`src/rtl/ps2_scan_if.sv`:
```
// Scancode bundle from the PS/2 receiver to the keyboard display stage.
// master drives the decoded byte and its strobes; slave consumes them.
interface ps2_scan_if;
  logic [7:0] displayData;
  logic [7:0] scanCode;
  logic       scanValid;
  logic       breakFlag;
  logic       extFlag;
  logic       frameErr;

  modport master (
    output displayData, scanCode, scanValid,
    output breakFlag, extFlag, frameErr
  );

  modport slave (
    input displayData, scanCode, scanValid,
    input breakFlag, extFlag, frameErr
  );
endinterface

```
`src/rtl/ps2_scan_receiver.sv`:
```
// PS/2 device-to-host frame receiver with E0/F0 prefix handling.
// Raw pins are synchronised, the clock is glitch filtered, bits taken on falls.
module ps2_scan_receiver #(
  parameter int FILTER_LEN     = 4,
  parameter int TIMEOUT_CYCLES = 50000
) (
  input  logic       clk,
  input  logic       rst_n,
  input  logic       ps2Clk,
  input  logic       ps2Data,
  ps2_scan_if.master scan
);

  localparam int FW = $clog2(FILTER_LEN + 1);
  localparam int TW = $clog2(TIMEOUT_CYCLES);
  localparam logic [FW-1:0] F_LAST = FW'(FILTER_LEN - 1);
  localparam logic [TW-1:0] T_LAST = TW'(TIMEOUT_CYCLES - 1);

  typedef enum logic [1:0] {
    IDLE,
    DATA,
    PARITY,
    STOP
  } state_t;

  logic [1:0]    ck_s;
  logic [1:0]    dt_s;
  logic          fclk;
  logic          fclk_q;
  logic [FW-1:0] fcnt;
  logic          strobe;
  logic          sample;
  logic          good;

  state_t        state;
  logic [2:0]    bitcnt;
  logic [7:0]    shreg;
  logic          par;
  logic [TW-1:0] tocnt;
  logic          brk_p;
  logic          ext_p;

  always_ff @(posedge clk or negedge rst_n) begin
    if (!rst_n) begin
      ck_s <= 2'b11;
      dt_s <= 2'b11;
    end else begin
      ck_s <= {ck_s[0], ps2Clk};
      dt_s <= {dt_s[0], ps2Data};
    end
  end

  // Level only moves after FILTER_LEN agreeing samples in a row.
  always_ff @(posedge clk or negedge rst_n) begin
    if (!rst_n) begin
      fclk   <= 1'b1;
      fclk_q <= 1'b1;
      fcnt   <= '0;
    end else begin
      fclk_q <= fclk;
      if (ck_s[1] == fclk) begin
        fcnt <= '0;
      end else if (fcnt == F_LAST) begin
        fclk <= ck_s[1];
        fcnt <= '0;
      end else begin
        fcnt <= fcnt + 1'b1;
      end
    end
  end

  assign strobe = fclk_q & ~fclk;
  assign sample = dt_s[1];
  assign good   = sample & (^shreg ^ par);

  always_ff @(posedge clk or negedge rst_n) begin
    if (!rst_n) begin
      state            <= IDLE;
      bitcnt           <= '0;
      shreg            <= '0;
      par              <= 1'b0;
      tocnt            <= '0;
      brk_p            <= 1'b0;
      ext_p            <= 1'b0;
      scan.displayData <= '0;
      scan.scanCode    <= '0;
      scan.scanValid   <= 1'b0;
      scan.breakFlag   <= 1'b0;
      scan.extFlag     <= 1'b0;
      scan.frameErr    <= 1'b0;
    end else begin
      scan.scanValid <= 1'b0;
      scan.frameErr  <= 1'b0;

      if (state == IDLE || strobe) begin
        tocnt <= '0;
      end else if (tocnt != T_LAST) begin
        tocnt <= tocnt + 1'b1;
      end

      // A stalled device abandons the frame silently.
      if (state != IDLE && !strobe && tocnt == T_LAST) begin
        state <= IDLE;
        brk_p <= 1'b0;
        ext_p <= 1'b0;
      end else if (strobe) begin
        unique case (state)
          IDLE: begin
            if (!sample) begin
              state  <= DATA;
              bitcnt <= '0;
            end
          end
          DATA: begin
            shreg[bitcnt] <= sample;
            bitcnt        <= bitcnt + 3'd1;
            if (bitcnt == 3'd7) state <= PARITY;
          end
          PARITY: begin
            par   <= sample;
            state <= STOP;
          end
          STOP: begin
            state <= IDLE;
            if (!good) begin
              scan.frameErr <= 1'b1;
              brk_p         <= 1'b0;
              ext_p         <= 1'b0;
            end else if (shreg == 8'hF0) begin
              brk_p <= 1'b1;
            end else if (shreg == 8'hE0) begin
              ext_p <= 1'b1;
            end else begin
              scan.scanCode  <= shreg;
              scan.breakFlag <= brk_p;
              scan.extFlag   <= ext_p;
              scan.scanValid <= 1'b1;
              brk_p          <= 1'b0;
              ext_p          <= 1'b0;
              if (!brk_p) scan.displayData <= shreg;
            end
          end
          default: state <= IDLE;
        endcase
      end
    end
  end

endmodule

```
`src/flat_wrapper.sv`:
```
// flat-port wrapper written by rule: the top's interface ports become plain ports
module ps2_scan_receiver_flat 
#(
  parameter int FILTER_LEN     = 4,
  parameter int TIMEOUT_CYCLES = 50000
)
  (clk, rst_n, ps2Clk, ps2Data, scan_displayData, scan_scanCode, scan_scanValid, scan_breakFlag, scan_extFlag, scan_frameErr);
  ps2_scan_if scan_i ();
  input  logic clk;
  input  logic rst_n;
  input  logic ps2Clk;
  input  logic ps2Data;
  output wire logic [$bits(scan_i.displayData)-1:0] scan_displayData;
  output wire logic [$bits(scan_i.scanCode)-1:0] scan_scanCode;
  output wire logic [$bits(scan_i.scanValid)-1:0] scan_scanValid;
  output wire logic [$bits(scan_i.breakFlag)-1:0] scan_breakFlag;
  output wire logic [$bits(scan_i.extFlag)-1:0] scan_extFlag;
  output wire logic [$bits(scan_i.frameErr)-1:0] scan_frameErr;
  assign scan_displayData = scan_i.displayData;
  assign scan_scanCode = scan_i.scanCode;
  assign scan_scanValid = scan_i.scanValid;
  assign scan_breakFlag = scan_i.breakFlag;
  assign scan_extFlag = scan_i.extFlag;
  assign scan_frameErr = scan_i.frameErr;
  ps2_scan_receiver #(.FILTER_LEN(FILTER_LEN), .TIMEOUT_CYCLES(TIMEOUT_CYCLES)) u_core (.clk(clk), .rst_n(rst_n), .ps2Clk(ps2Clk), .ps2Data(ps2Data), .scan(scan_i));
endmodule
```
`config.mk`:
```
export PLATFORM = sky130hd
export DESIGN_NAME = ps2_scan_receiver_flat
export DESIGN_NICKNAME = d
export VERILOG_FILES = /design/src/rtl/ps2_scan_if.sv /design/src/rtl/ps2_scan_receiver.sv /design/src/flat_wrapper.sv
export SDC_FILE = /design/constraint.sdc
export NUM_CORES = 1
export LEC_CHECK = 0
export CAP_MARGIN = 30
export CORE_UTILIZATION = 44
export CTS_CLUSTER_DIAMETER = 50
export DETAILED_ROUTE_END_ITERATION = 7
export GPL_TIMING_DRIVEN = 0
export PLACE_DENSITY_LB_ADDON = 0.25
export REMOVE_ABC_BUFFERS = 1
export SLEW_MARGIN = 20
export SYNTH_ARGS = -nofsm -noshare
export SYNTH_HDL_FRONTEND = slang
export SYNTH_SLANG_ARGS = --single-unit
```
`constraint.sdc`:
```
create_clock -name clk -period 5.84 [get_ports clk]
set_input_delay 0.876 -clock clk [delete_from_list [all_inputs] [get_ports clk]]
set_output_delay 0.876 -clock clk [all_outputs]
set_load 0.05 [all_outputs]
```
==> metrics.txt <==
# TYPE chip_impl_metric gauge
chip_impl_info{name="clock_tree_from_tritoncts",value="yes"} 1
chip_impl_metric{name="global_placement_routability_congestion",unit=""} 0.805
chip_impl_metric{name="cap_viol_max_count",unit=""} 0
chip_impl_info{name="grt_setup_unrepaired",value="false"} 1
chip_impl_info{name="criticalPathCategory",value="reg -> reg"} 1
chip_impl_metric{name="postCtsHoldBufs",unit=""} 0
chip_impl_metric{name="via_density_per_instance",unit=""} 5.38
chip_impl_metric{name="synth-edff-count",unit=""} 0
chip_impl_metric{name="cts.htree.levels",unit=""} 3
chip_impl_metric{name="final_number_of_hold_violating_endpoints",unit=""} 0
chip_impl_metric{name="finClkSkew",unit="ps"} 8.51
chip_impl_info{name="run_status",value="completed"} 1
chip_impl_metric{name="totalNegativeSetupSlack",unit="ps"} 0
chip_impl_metric{name="largest_net_degree_at_the_start_of_global_routing",unit=""} 32
chip_impl_metric{name="p_total",unit="mW"} 1.34
chip_impl_metric{name="wl_per_cell",unit="µm"} 14.3
chip_impl_metric{name="worstPathMaxFanout",unit=""} 8
chip_impl_metric{name="first_global_vias",unit=""} 1900
chip_impl_metric{name="p_leak",unit="nW"} 1.53
chip_impl_metric{name="overflow",unit=""} 0
chip_impl_metric{name="global_route_wire_length_before_repair",unit="mm"} 9.01
chip_impl_info{name="type_of_the_worst_min_delay_path",value="reg -> reg"} 1
chip_impl_info{name="timing.critical_path.from_type",value="flip-flop"} 1
chip_impl_metric{name="ys_seq_elements",unit=""} 61
chip_impl_metric{name="worst_slew_pin_slew",unit="ps"} 650
chip_impl_metric{name="grt_overall_usage",unit=""} 0.166
chip_impl_info{name="end_kind",value="flip-flop"} 1
chip_impl_metric{name="min_period_over_period",unit=""} 0.419
chip_impl_metric{name="post-dp-hpwl",unit="mm"} 3.54
chip_impl_metric{name="floorplan.initialDensity",unit=""} 0.458
chip_impl_metric{name="cts_post_setup_buffers_inserted",unit=""} 0
chip_impl_metric{name="synth_area_per_cell",unit="µm²"} 12.0
chip_impl_info{name="cts_root_buffer",value="sky130_fd_sc_hd__clkbuf_8"} 1
chip_impl_metric{name="drt.antenna.violating_nets",unit=""} 0
chip_impl_metric{name="numPortBuffers",unit=""} 23
chip_impl_metric{name="netlist_instances",unit=""} 242
chip_impl_metric{name="dr.first_iter.drc_count",unit=""} 57
chip_impl_metric{name="io-pin-count",unit=""} 24
chip_impl_metric{name="worst_ep_arrival_time",unit="ps"} 2660
chip_impl_metric{name="firstDrtPassIters",unit=""} 4
chip_impl_metric{name="slew_headroom",unit=""} 0.564
chip_impl_metric{name="setup_violations",unit=""} 0
chip_impl_metric{name="drc",unit=""} 0
chip_impl_metric{name="cts_buffers",unit=""} 9
chip_impl_metric{name="dr_total_vias",unit=""} 1900
chip_impl_metric{name="netlist-cell-type-count",unit=""} 49
chip_impl_metric{name="post-route-util",unit=""} 0.536
chip_impl_metric{name="antenna_found_initial",unit=""} 0
chip_impl_metric{name="number_of_gates_resized_after_cts",unit=""} 0
chip_impl_metric{name="timing.fmax",unit="MHz"} 409
chip_impl_metric{name="die_height",unit="µm"} 83.3
chip_impl_metric{name="finalWorstPathRequiredPeriod",unit="ps"} 2440
chip_impl_metric{name="floorplan.die_area",unit="µm²"} 6940
chip_impl_metric{name="core_area",unit="µm²"} 6350
chip_impl_metric{name="worst_setup_hold_path_clk_slew",unit="ps"} 60
chip_impl_metric{name="layout.nets",unit=""} 288
chip_impl_metric{name="area_growth_syn_to_layout",unit="%"} 16.9
chip_impl_metric{name="ys_seq_area_frac",unit=""} 0.527
chip_impl_metric{name="num-fill-cells",unit=""} 566
chip_impl_metric{name="timing_max_transition_violations_final",unit=""} 0
chip_impl_metric{name="die-width",unit="µm"} 83.3
chip_impl_info{name="synthFlopType",value="sky130_fd_sc_hd__dfrtp_1"} 1
chip_impl_metric{name="wl",unit="mm"} 5.06
chip_impl_metric{name="power.density_cell_area",unit="nW/µm²"} 393
chip_impl_metric{name="drive_above_1_share",unit=""} 0.178
chip_impl_metric{name="irDropWorstVdd",unit="mV"} 0.210
chip_impl_metric{name="syn_area",unit="µm²"} 2910
chip_impl_metric{name="clock_path_buffers",unit=""} 2
chip_impl_metric{name="asyncSetResetFlopFracSynth",unit=""} 1.00
chip_impl_metric{name="critPathRequiredTime",unit="ps"} 6060
chip_impl_metric{name="antenna-diode-count",unit=""} 0
chip_impl_metric{name="synth_warnings",unit=""} 0
chip_impl_metric{name="num_rows",unit=""} 29
chip_impl_metric{name="cts_num_sinks",unit=""} 61
chip_impl_metric{name="clock_insertion_delay_at_the_later_pin_of_the_skew_report",unit="ps"} 340
worst paths after layout:
check | start | end | slack, ps | depth (start not counted)
max | u_core.shreg[0] | u_core.scan.displayData[2] | 3400 | 6
max in group asynchronous | rst_n | u_core.fclk | 4800 | 2
min in group asynchronous | rst_n | u_core.scan.scanCode[0] | 460 | 1
max reg2reg | u_core.shreg[0] | u_core.scan.displayData[2] | 3400 | 6
min | u_core.dt_s[0] | u_core.dt_s[1] | 350 | 0
min reg2reg | u_core.dt_s[0] | u_core.dt_s[1] | 350 | 0
cell usage after synthesis (all sizes together) (4+ instances only):
cell	count	area (µm²)
dfrtp	55	1380
nor2	14	52.6
o211ai	4	30.0
dfstp	6	158
inv	10	37.5
xor2	4	35.0
nor3	6	30.0
mux2	21	270
nand3b	4	30.0
xnor2	8	77.6
nand4	6	37.5
nand3	6	30.0
nor3b	4	30.0
ha	13	163
a21oi	7	35.0
nand2	21	78.8
mux2i	5	50.1
stage by stage:
stage	setup WS [ps]	hold WS, ps	instances	instance area (µm²)
floorplan	3670	345	236	2880
global placement	1910	346	336	3200
detailed placement	3380	348	337	3220
CTS	3360	356	353	3400
global route	3290	358	353	3400
finish	3400	354	353	3400
layer usage:
metal | up-vias | part of all wire | GRT usage
met5 | - | 0 | 0
met4 | 0 | 0.020 | 0.0846
met3 | 10 | 0.029 | 0.0447
met2 | 35 | 0.48 | 0.265
met1 | 924 | 0.47 | 0.208
li1 | 931 | - | -
registers in the layout, indices dropped and copies added, names as in the netlist:
name and cells:
u_core.tocnt 16, u_core.scan.displayData 8, u_core.scan.scanCode 8, u_core.shreg 8
u_core.bitcnt 3, u_core.fcnt 3, u_core.ck_s 2, u_core.dt_s 2
u_core.state 2, u_core.brk_p 1, u_core.ext_p 1, u_core.fclk 1
u_core.fclk_q 1, u_core.par 1, u_core.scan.breakFlag 1, u_core.scan.extFlag 1
u_core.scan.frameErr 1, u_core.scan.scanValid 1
critical path: stages, from the launching register on:
cell	delay (ps)
sky130_fd_sc_hd__dfrtp_1	360
sky130_fd_sc_hd__inv_1	70
sky130_fd_sc_hd__ha_1	280
sky130_fd_sc_hd__xnor3_2	430
sky130_fd_sc_hd__xnor2_2	200
sky130_fd_sc_hd__nor4_4	580
sky130_fd_sc_hd__mux2_2	410
layout make-up:
class / count / area, µm² / share of cell area
sequential: 61 / 1530 / 0.451
multi-input combinational: 164 / 1300 / 0.383
timing repair buffer: 24 / 248 / 0.0728
clock buffer: 15 / 176 / 0.0518
tap: 77 / 96.3 / 0.0283
inverter: 11 / 41.3 / 0.0121
clock inverter: 1 / 5.00 / 0.00147
cell usage in the layout, fill, tap and decap left out, types with 3 or more instances in the layout:
master / instances
sky130_fd_sc_hd__dfstp_2: 6
sky130_fd_sc_hd__clkdlybuf4s50_1: 22
sky130_fd_sc_hd__mux2_2: 12
sky130_fd_sc_hd__nor4b_1: 3
sky130_fd_sc_hd__clkbuf_1: 3
sky130_fd_sc_hd__nand3b_1: 4
sky130_fd_sc_hd__mux2_4: 9
sky130_fd_sc_hd__a21oi_1: 7
sky130_fd_sc_hd__inv_1: 10
sky130_fd_sc_hd__ha_1: 13
sky130_fd_sc_hd__xor2_1: 4
sky130_fd_sc_hd__nand3_1: 6
sky130_fd_sc_hd__nand4_1: 6
sky130_fd_sc_hd__o211ai_1: 4
sky130_fd_sc_hd__clkbuf_8: 12
sky130_fd_sc_hd__nor3_1: 6
sky130_fd_sc_hd__nand2_1: 21
sky130_fd_sc_hd__nor3b_1: 4
sky130_fd_sc_hd__nor2_1: 14
sky130_fd_sc_hd__dfrtp_1: 55
sky130_fd_sc_hd__xnor2_1: 7
sky130_fd_sc_hd__and4_1: 3
sky130_fd_sc_hd__o21ai_0: 3
sky130_fd_sc_hd__mux2i_1: 5
kinds of logic (layout without fill, tap and decap cells):
logic type      after synthesis  after routing  share of synthesized area
fa+ha+maj                    13             13                     0.0559
xor+xnor                     13             13                     0.0469
buf+inv                      17             51                     0.0254
compound gates               27             27                     0.0658
simple gates                 85             85                      0.169
mux                          26             26                      0.110
flops                        61             61                      0.527
power breakdown:
part / switching, mW / internal (mW) / total, mW
clock: 0.151 / 0.189 / 0.339
sequential: 0.0604 / 0.499 / 0.559
combinational: 0.261 / 0.177 / 0.438
total: 0.472 / 0.865 / 1.34
No activity file was read; power rests on OpenSTA's default activity.
==> patch 1: new RTL, same flow settings <==
`FILTER_LEN` is set to 4 in 2 places; all go to 8.
--- a/src/rtl/ps2_scan_receiver.sv
+++ b/src/rtl/ps2_scan_receiver.sv
@@ -1,7 +1,7 @@
 // PS/2 device-to-host frame receiver with E0/F0 prefix handling.
 // Raw pins are synchronised, the clock is glitch filtered, bits taken on falls.
 module ps2_scan_receiver #(
-  parameter int FILTER_LEN     = 4,
+  parameter int FILTER_LEN     = 8,
   parameter int TIMEOUT_CYCLES = 50000
 ) (
   input  logic       clk,
--- a/src/flat_wrapper.sv
+++ b/src/flat_wrapper.sv
@@ -1,7 +1,7 @@
 // flat-port wrapper written by rule: the top's interface ports become plain ports
 module ps2_scan_receiver_flat 
 #(
-  parameter int FILTER_LEN     = 4,
+  parameter int FILTER_LEN     = 8,
   parameter int TIMEOUT_CYCLES = 50000
 )
   (clk, rst_n, ps2Clk, ps2Data, scan_displayData, scan_scanCode, scan_scanValid, scan_breakFlag, scan_extFlag, scan_frameErr);
Check against the original RTL: no difference found for any inputs over 10 cycles, from zero or initial values and one cycle with rst_n low; that may be too few to reach the edited logic, so the function may still have changed.
==> patch 1 against the original RTL <==
Global-route usage increased by 0.91 points; worst setup slack got worse by 0.12 ns; total power decreased by 11%; cell area decreased by 1.0%; routed wire length increased by 2.7%; synthesized area decreased by 1.5%; sequential cell count increased by 1; combinational power decreased by 34%; critical endpoint is now u_core.scan.scanCode[7]$_DFFE_PN0P_.
==> patch 1: results (changes against the original RTL) <==
Synthesis
  • Synth warn: 0 (unchanged)
  • FFs w/ async S/R, synth: 100% (unchanged)
  • Predominant post-synthesis flop cell: dfrtp_1
  • Netlist cell types: 38 (-22%)
  • Seq/Total Area, Yosys: 54.4% (+1.7 points)
  • Main area contributors after synthesis: dfrtp_1 49%, mux2_2 10%, ha_1 5.7%, dfstp_2 5.5%, nor2_1 2.2%
  • Top cells by count, synth: 56 x dfrtp_1, 26 x mux2_2, 17 x nor2_1, 14 x nand2_1, 13 x ha_1

Detailed routing
  • Post-Route WL: 5200 µm (+2.7%)
  • Initial DRC count: 78 (+37%)
  • Routed vias/inst: 5.44 (+1.1%)
  • Drt pass-1 iters: 4 (unchanged)

Setup path
  • Crit-path max FO: 11 (+3)
  • FF-to-FF Start: u_core.shreg[0]$_DFFE_PN0P_
  • Reg2reg setup slack: 3.27 ns (-0.12 ns)
  • WP data arrival: 2.79 ns (+0.13 ns)
  • Worst R2R End: u_core.scan.scanCode[7]$_DFFE_PN0P_
  • R2R cell count: 6 (unchanged)

STA
  • Clock Skew: 0.0109 ns (+0.00237 ns)
  • Least-Margin Pin Slew: 0.707 ns (+0.0568 ns)
  • Hold Slack: 0.355 ns (+0.000421 ns)

Power
  • Static leakage: 1.50 nW (-2.1%)
  • VDD IR max: 0.000144 V (-31%)

GRT
  • Met3 Use GR: 5.60% (+1.1 points)
  • Initial antenna violation count: 0 (unchanged)
  • First-pass GRT wire length: 8720 µm (-3.2%)
  • Routing usage on met1: 23.6% (+2.8 points)
  • Grt met2 use: 25.5% (-1.0 points)
  • Total track usage: 17.6% (+0.91 points)
  • Largest net degree at the start of global routing: 37 (+16%)
  • Vias in the first global route: 1,836 (-3.4%)

Cells and area
  • Antenna diode instance count: 0 (unchanged)
  • Largest register FFs: 16 (unchanged)
  • Reg with most FFs: u_core.tocnt
  • Nets: 289 (+0.35%)
  • Share of layout cells above drive strength 1: 17.0% (-0.72 points)

Placed design
  • DP Wirelength: 3590 µm (+1.6%)
  • Final GP Congestion: 0.764 (-5.1%)
  • IO buf count: 23 (unchanged)

Clock tree
  • Insertion delay to the later sink of the worst-skew pair: 0.33 ns
  • Root buffer cell: clkbuf_8
  • Post-CTS setup buffers: 0 (unchanged)
  • Clk buf depth: 2 (unchanged)
  • Reg clk slew, reported paths: 0.06 ns (about the same)
  • CTS Buf Count: 9 (unchanged)
  • Clock H-tree levels: 3 (unchanged)
  • PostCTS Resize Cnt: 0 (unchanged)

Status
  • Status: finished clean

Worst hold path
  • Hold-critical path endpoint: u_core.ck_s[1]$_DFF_PN1_
  • Worst hold path startpoint: u_core.ck_s[0]$_DFF_PN1_
  • Hold depth: 0 (unchanged)
  • Hold WC Path Type: reg -> reg
## patch 1: cell types whose count changed after synthesis, moves of 4 or more
| cell | change |
|---|---|
| mux2_2 | +14 |
| mux2_4 | -9 |
| nand2_1 | -7 |
| o21ai_0 | +7 |
| mux2i_1 | -4 |
| nand3b_1 | -4 |
| nor3b_1 | -4 |
| or3_1 | +4 |
## patch 1: per-stage QoR
stage	instance area (µm²)	utilization (%)	cells
6_report	3370	53.3	353
5_1_grt	3370	53.3	353
4_1_cts	3370	53.3	353
3_5_place_dp	3190	50.5	338
3_3_place_gp	3170	50.2	337
2_1_floorplan	2840	-	237
## patch 1: logic make-up after synthesis
logic type / Yosys count / synth area share, %
adder cells (fa/ha/maj): 13 / 5.67
AND/OR/NAND/NOR: 80 / 15.4
XOR/XNOR: 14 / 5.02
flip-flops: 62 / 54.4
AO/OA/AOI/OAI: 32 / 6.94
buffers and inverters: 15 / 2.09
multiplexers: 27 / 10.6
## patch 1: final cells by class
cell class / instances / area [µm²]
Inverter: 9 / 33.8
Tap cell: 77 / 96.3
Clock inverter: 1 / 30.0
Timing Repair Buffer: 24 / 248
Fill cell: 592 / 2950
Sequential cell: 62 / 1560
Multi-Input combinational cell: 166 / 1250
Clock buffer: 14 / 153
## patch 1: where the power goes
part / switching, W / internal, W / total (W)
Sequential: 0.0000585 / 0.000493 / 0.000551
Combinational: 0.000168 / 0.000119 / 0.000288
Clock: 0.000147 / 0.000207 / 0.000355
Total: 0.000374 / 0.000819 / 0.00119
## patch 1: worst max path at each step
stage                                start                                   to  slack, ns  cells past startpoint
2_1_floorplan  u_core.shreg[0]$_DFFE_PN0P_    u_core.scan.breakFlag$_DFFE_PN0P_       3.63                      6
3_3_place_gp                         rst_n         u_core.bitcnt[2]$_DFFE_PN0P_       1.88                      1
3_5_place_dp   u_core.shreg[0]$_DFFE_PN0P_  u_core.scan.scanCode[7]$_DFFE_PN0P_       3.30                      6
4_1_cts        u_core.shreg[0]$_DFFE_PN0P_  u_core.scan.scanCode[7]$_DFFE_PN0P_       3.30                      6
5_1_grt        u_core.shreg[0]$_DFFE_PN0P_  u_core.scan.scanCode[4]$_DFFE_PN0P_       3.09                      6
6_report       u_core.shreg[0]$_DFFE_PN0P_  u_core.scan.scanCode[7]$_DFFE_PN0P_       3.27                      6
## patch 1: layer usage
| layer | part of all wire (%) | routed length, µm |
|---|---|---|
| met4 | 1.8 | 93 |
| met1 | 49 | 2530 |
| met3 | 3.3 | 169 |
| met2 | 46 | 2410 |
| met5 | 0 | 0 |
## patch 1: worst max-delay path, stage by stage, from the launching register on
cell and delay, ns:
dfrtp_1 0.36, inv_1 0.07, ha_1 0.28, xnor3_1 0.42
xnor2_2 0.25, and4b_1 0.66, mux2_2 0.41
==> patch 2: new RTL, same settings <==
Made on the original files. Add an input register stage for `ps2Data`, cleared by the reset; this delays it by one clock. The other inputs are not delayed to match.
--- a/src/rtl/ps2_scan_receiver.sv
+++ b/src/rtl/ps2_scan_receiver.sv
@@ -23,6 +23,16 @@
     STOP
   } state_t;
 
+  logic ps2Data_q;
+
+  always_ff @(posedge clk or negedge rst_n) begin
+    if (!rst_n) begin
+      ps2Data_q <= '0;
+    end else begin
+      ps2Data_q <= ps2Data;
+    end
+  end
+
   logic [1:0]    ck_s;
   logic [1:0]    dt_s;
   logic          fclk;
@@ -46,7 +56,7 @@
       dt_s <= 2'b11;
     end else begin
       ck_s <= {ck_s[0], ps2Clk};
-      dt_s <= {dt_s[0], ps2Data};
+      dt_s <= {dt_s[0], ps2Data_q};
     end
   end
 
Formal check against the unedited RTL: no difference found for any inputs over 10 cycles, from zero or initial values and one cycle with rst_n low; that may be too few to reach the edited logic, so the function may still have changed.
==> patch 2 against the original RTL <==
Cell area shrank 0.26%; worst setup slack lost 0.089 ns; first-iteration DRC count grew 23%; synthesized area shrank 0.34%; total power is essentially flat; critical path depth is the same; sequential cell count grew 1; routed wire length shrank 1.6%; largest cell class unchanged; worst hold slack gained 0.0020 ns.
==> patch 2: results (changes against the original RTL) <==
Power
  • Combinational power: 0.000409 W (-6.6%)
  • Flop+latch power: 0.000565 W (+1%)
  • Sw frac: 34.1% (-1.2 points)
  • Int Power: 0.000882 W (+2.0%)
  • VDD IR max: 0.000182 V (-13%)
  • Static leakage: 1.54 nW (+0.91%)

Synthesis
  • Synth Area per Inst: 12.0 µm² (about the same)
  • Compound-Gate Fraction of Synth Area: 6.60% (+0.023 points)
  • FFs w/ async S/R, synth: 100% (unchanged)
  • Post-synthesis mux area share: 10.9% (-0.13 points)
  • Seq/Total Area, Yosys: 53.8% (+1.0 points)
  • Top cells by count, synth: 56 x dfrtp_1, 18 x mux2_2, 17 x nand2_1, 13 x ha_1, 12 x nor2_1
  • Post-synthesis xor/xnor area fraction: 4.40% (-0.29 points)
  • Adder-Cell Fraction of Synth Area: 5.61% (+0.019 points)
  • Main area contributors after synthesis: dfrtp_1 48%, mux2_2 7.0%, ha_1 5.6%, dfstp_2 5.4%, mux2_1 3.9%
  • Predominant post-synthesis flop cell: dfrtp_1

Cells and area
  • Fill count: 544 (-3.9%)
  • Share of layout cells above drive strength 1: 19.0% (+1.3 points)
  • Nets: 285 (-1.0%)
  • Largest register FFs: 16 (unchanged)
  • Final cell count without fillers: 350 (-0.85%)

STA
  • Max-slew headroom: 56.3% (-0.071 points)
  • Fmax: 0.395 GHz (-3.5%)
  • Hold Slack: 0.356 ns (+0.00195 ns)

Setup path
  • Worst R2R End: u_core.scan.scanCode[3]$_DFFE_PN0P_
  • WP data arrival: 2.75 ns (+0.09 ns)
  • Reg2reg setup slack: 3.31 ns (-0.09 ns)
  • Crit-path max FO: 11 (+3)
  • Origin of the worst setup path: u_core.shreg[4]$_DFFE_PN0P_

Placed design
  • Pre-CTS setup slack: 3.23 ns (-0.153 ns)
  • Final GP Congestion: 0.782 (-2.8%)
  • Placed insts: 334 (-0.89%)
  • DP Wirelength: 3520 µm (-0.61%)
  • DP Area: 3200 µm² (-0.58%)

Detailed routing
  • Vias post-DR: 1,929 (+1.5%)
  • Initial DRC count: 70 (+23%)
  • DR WL/cell: 14.2 µm (-0.80%)

GRT
  • Met3 Use GR: 5.07% (+0.60 points)
  • Vias in the first global route: 1,979 (+4.2%)
  • Routing usage on met1: 22.0% (+1.2 points)
  • Total track usage: 16.9% (+0.27 points)
  • First-pass GRT wire length: 9070 µm (+0.69%)
  • Grt met2 use: 25.7% (-0.82 points)
  • Largest net degree at the start of global routing: 33 (+3.1%)

Status
  • Status: finished clean

Worst hold path
  • Hold-critical path endpoint: u_core.ck_s[1]$_DFF_PN1_
  • Worst hold path startpoint: u_core.ck_s[0]$_DFF_PN1_
patch 2: cell types whose count changed after synthesis, sizes merged, moves of 3 or more:
| cell | delta |
|---|---|
| mux2 | +7 |
| mux2i | -5 |
| nand2 | -4 |
| o21ai | +4 |
| xnor2 | -4 |
| xor2 | +4 |
| a31oi | +3 |
| nand3 | +3 |
| nor4b | -3 |
patch 2: layout make-up:
cell class / count / area (µm²) / area share [%]
clock buffers: 11 / 141 / 4.17
repair buffers: 24 / 248 / 7.30
multi-input cells: 163 / 1270 / 37.4
inverters: 8 / 30.0 / 0.885
flip-flops and latches: 62 / 1560 / 45.9
clock inverters: 5 / 50.0 / 1.47
well taps: 77 / 96.3 / 2.84
patch 2: metal layers:
metal,vias up,routed length (µm)
met2,33,2320
met3,7,166
met1,964,2390
met5,-,0
met4,0,93
li1,925,-
patch 2: worst max-delay path, stage by stage (launching register included):
cell     delay, ns
dfrtp_1       0.41
inv_1         0.06
ha_1          0.30
xnor2_1       0.14
xnor3_1       0.41
nand4_1       0.57
mux2_1        0.53
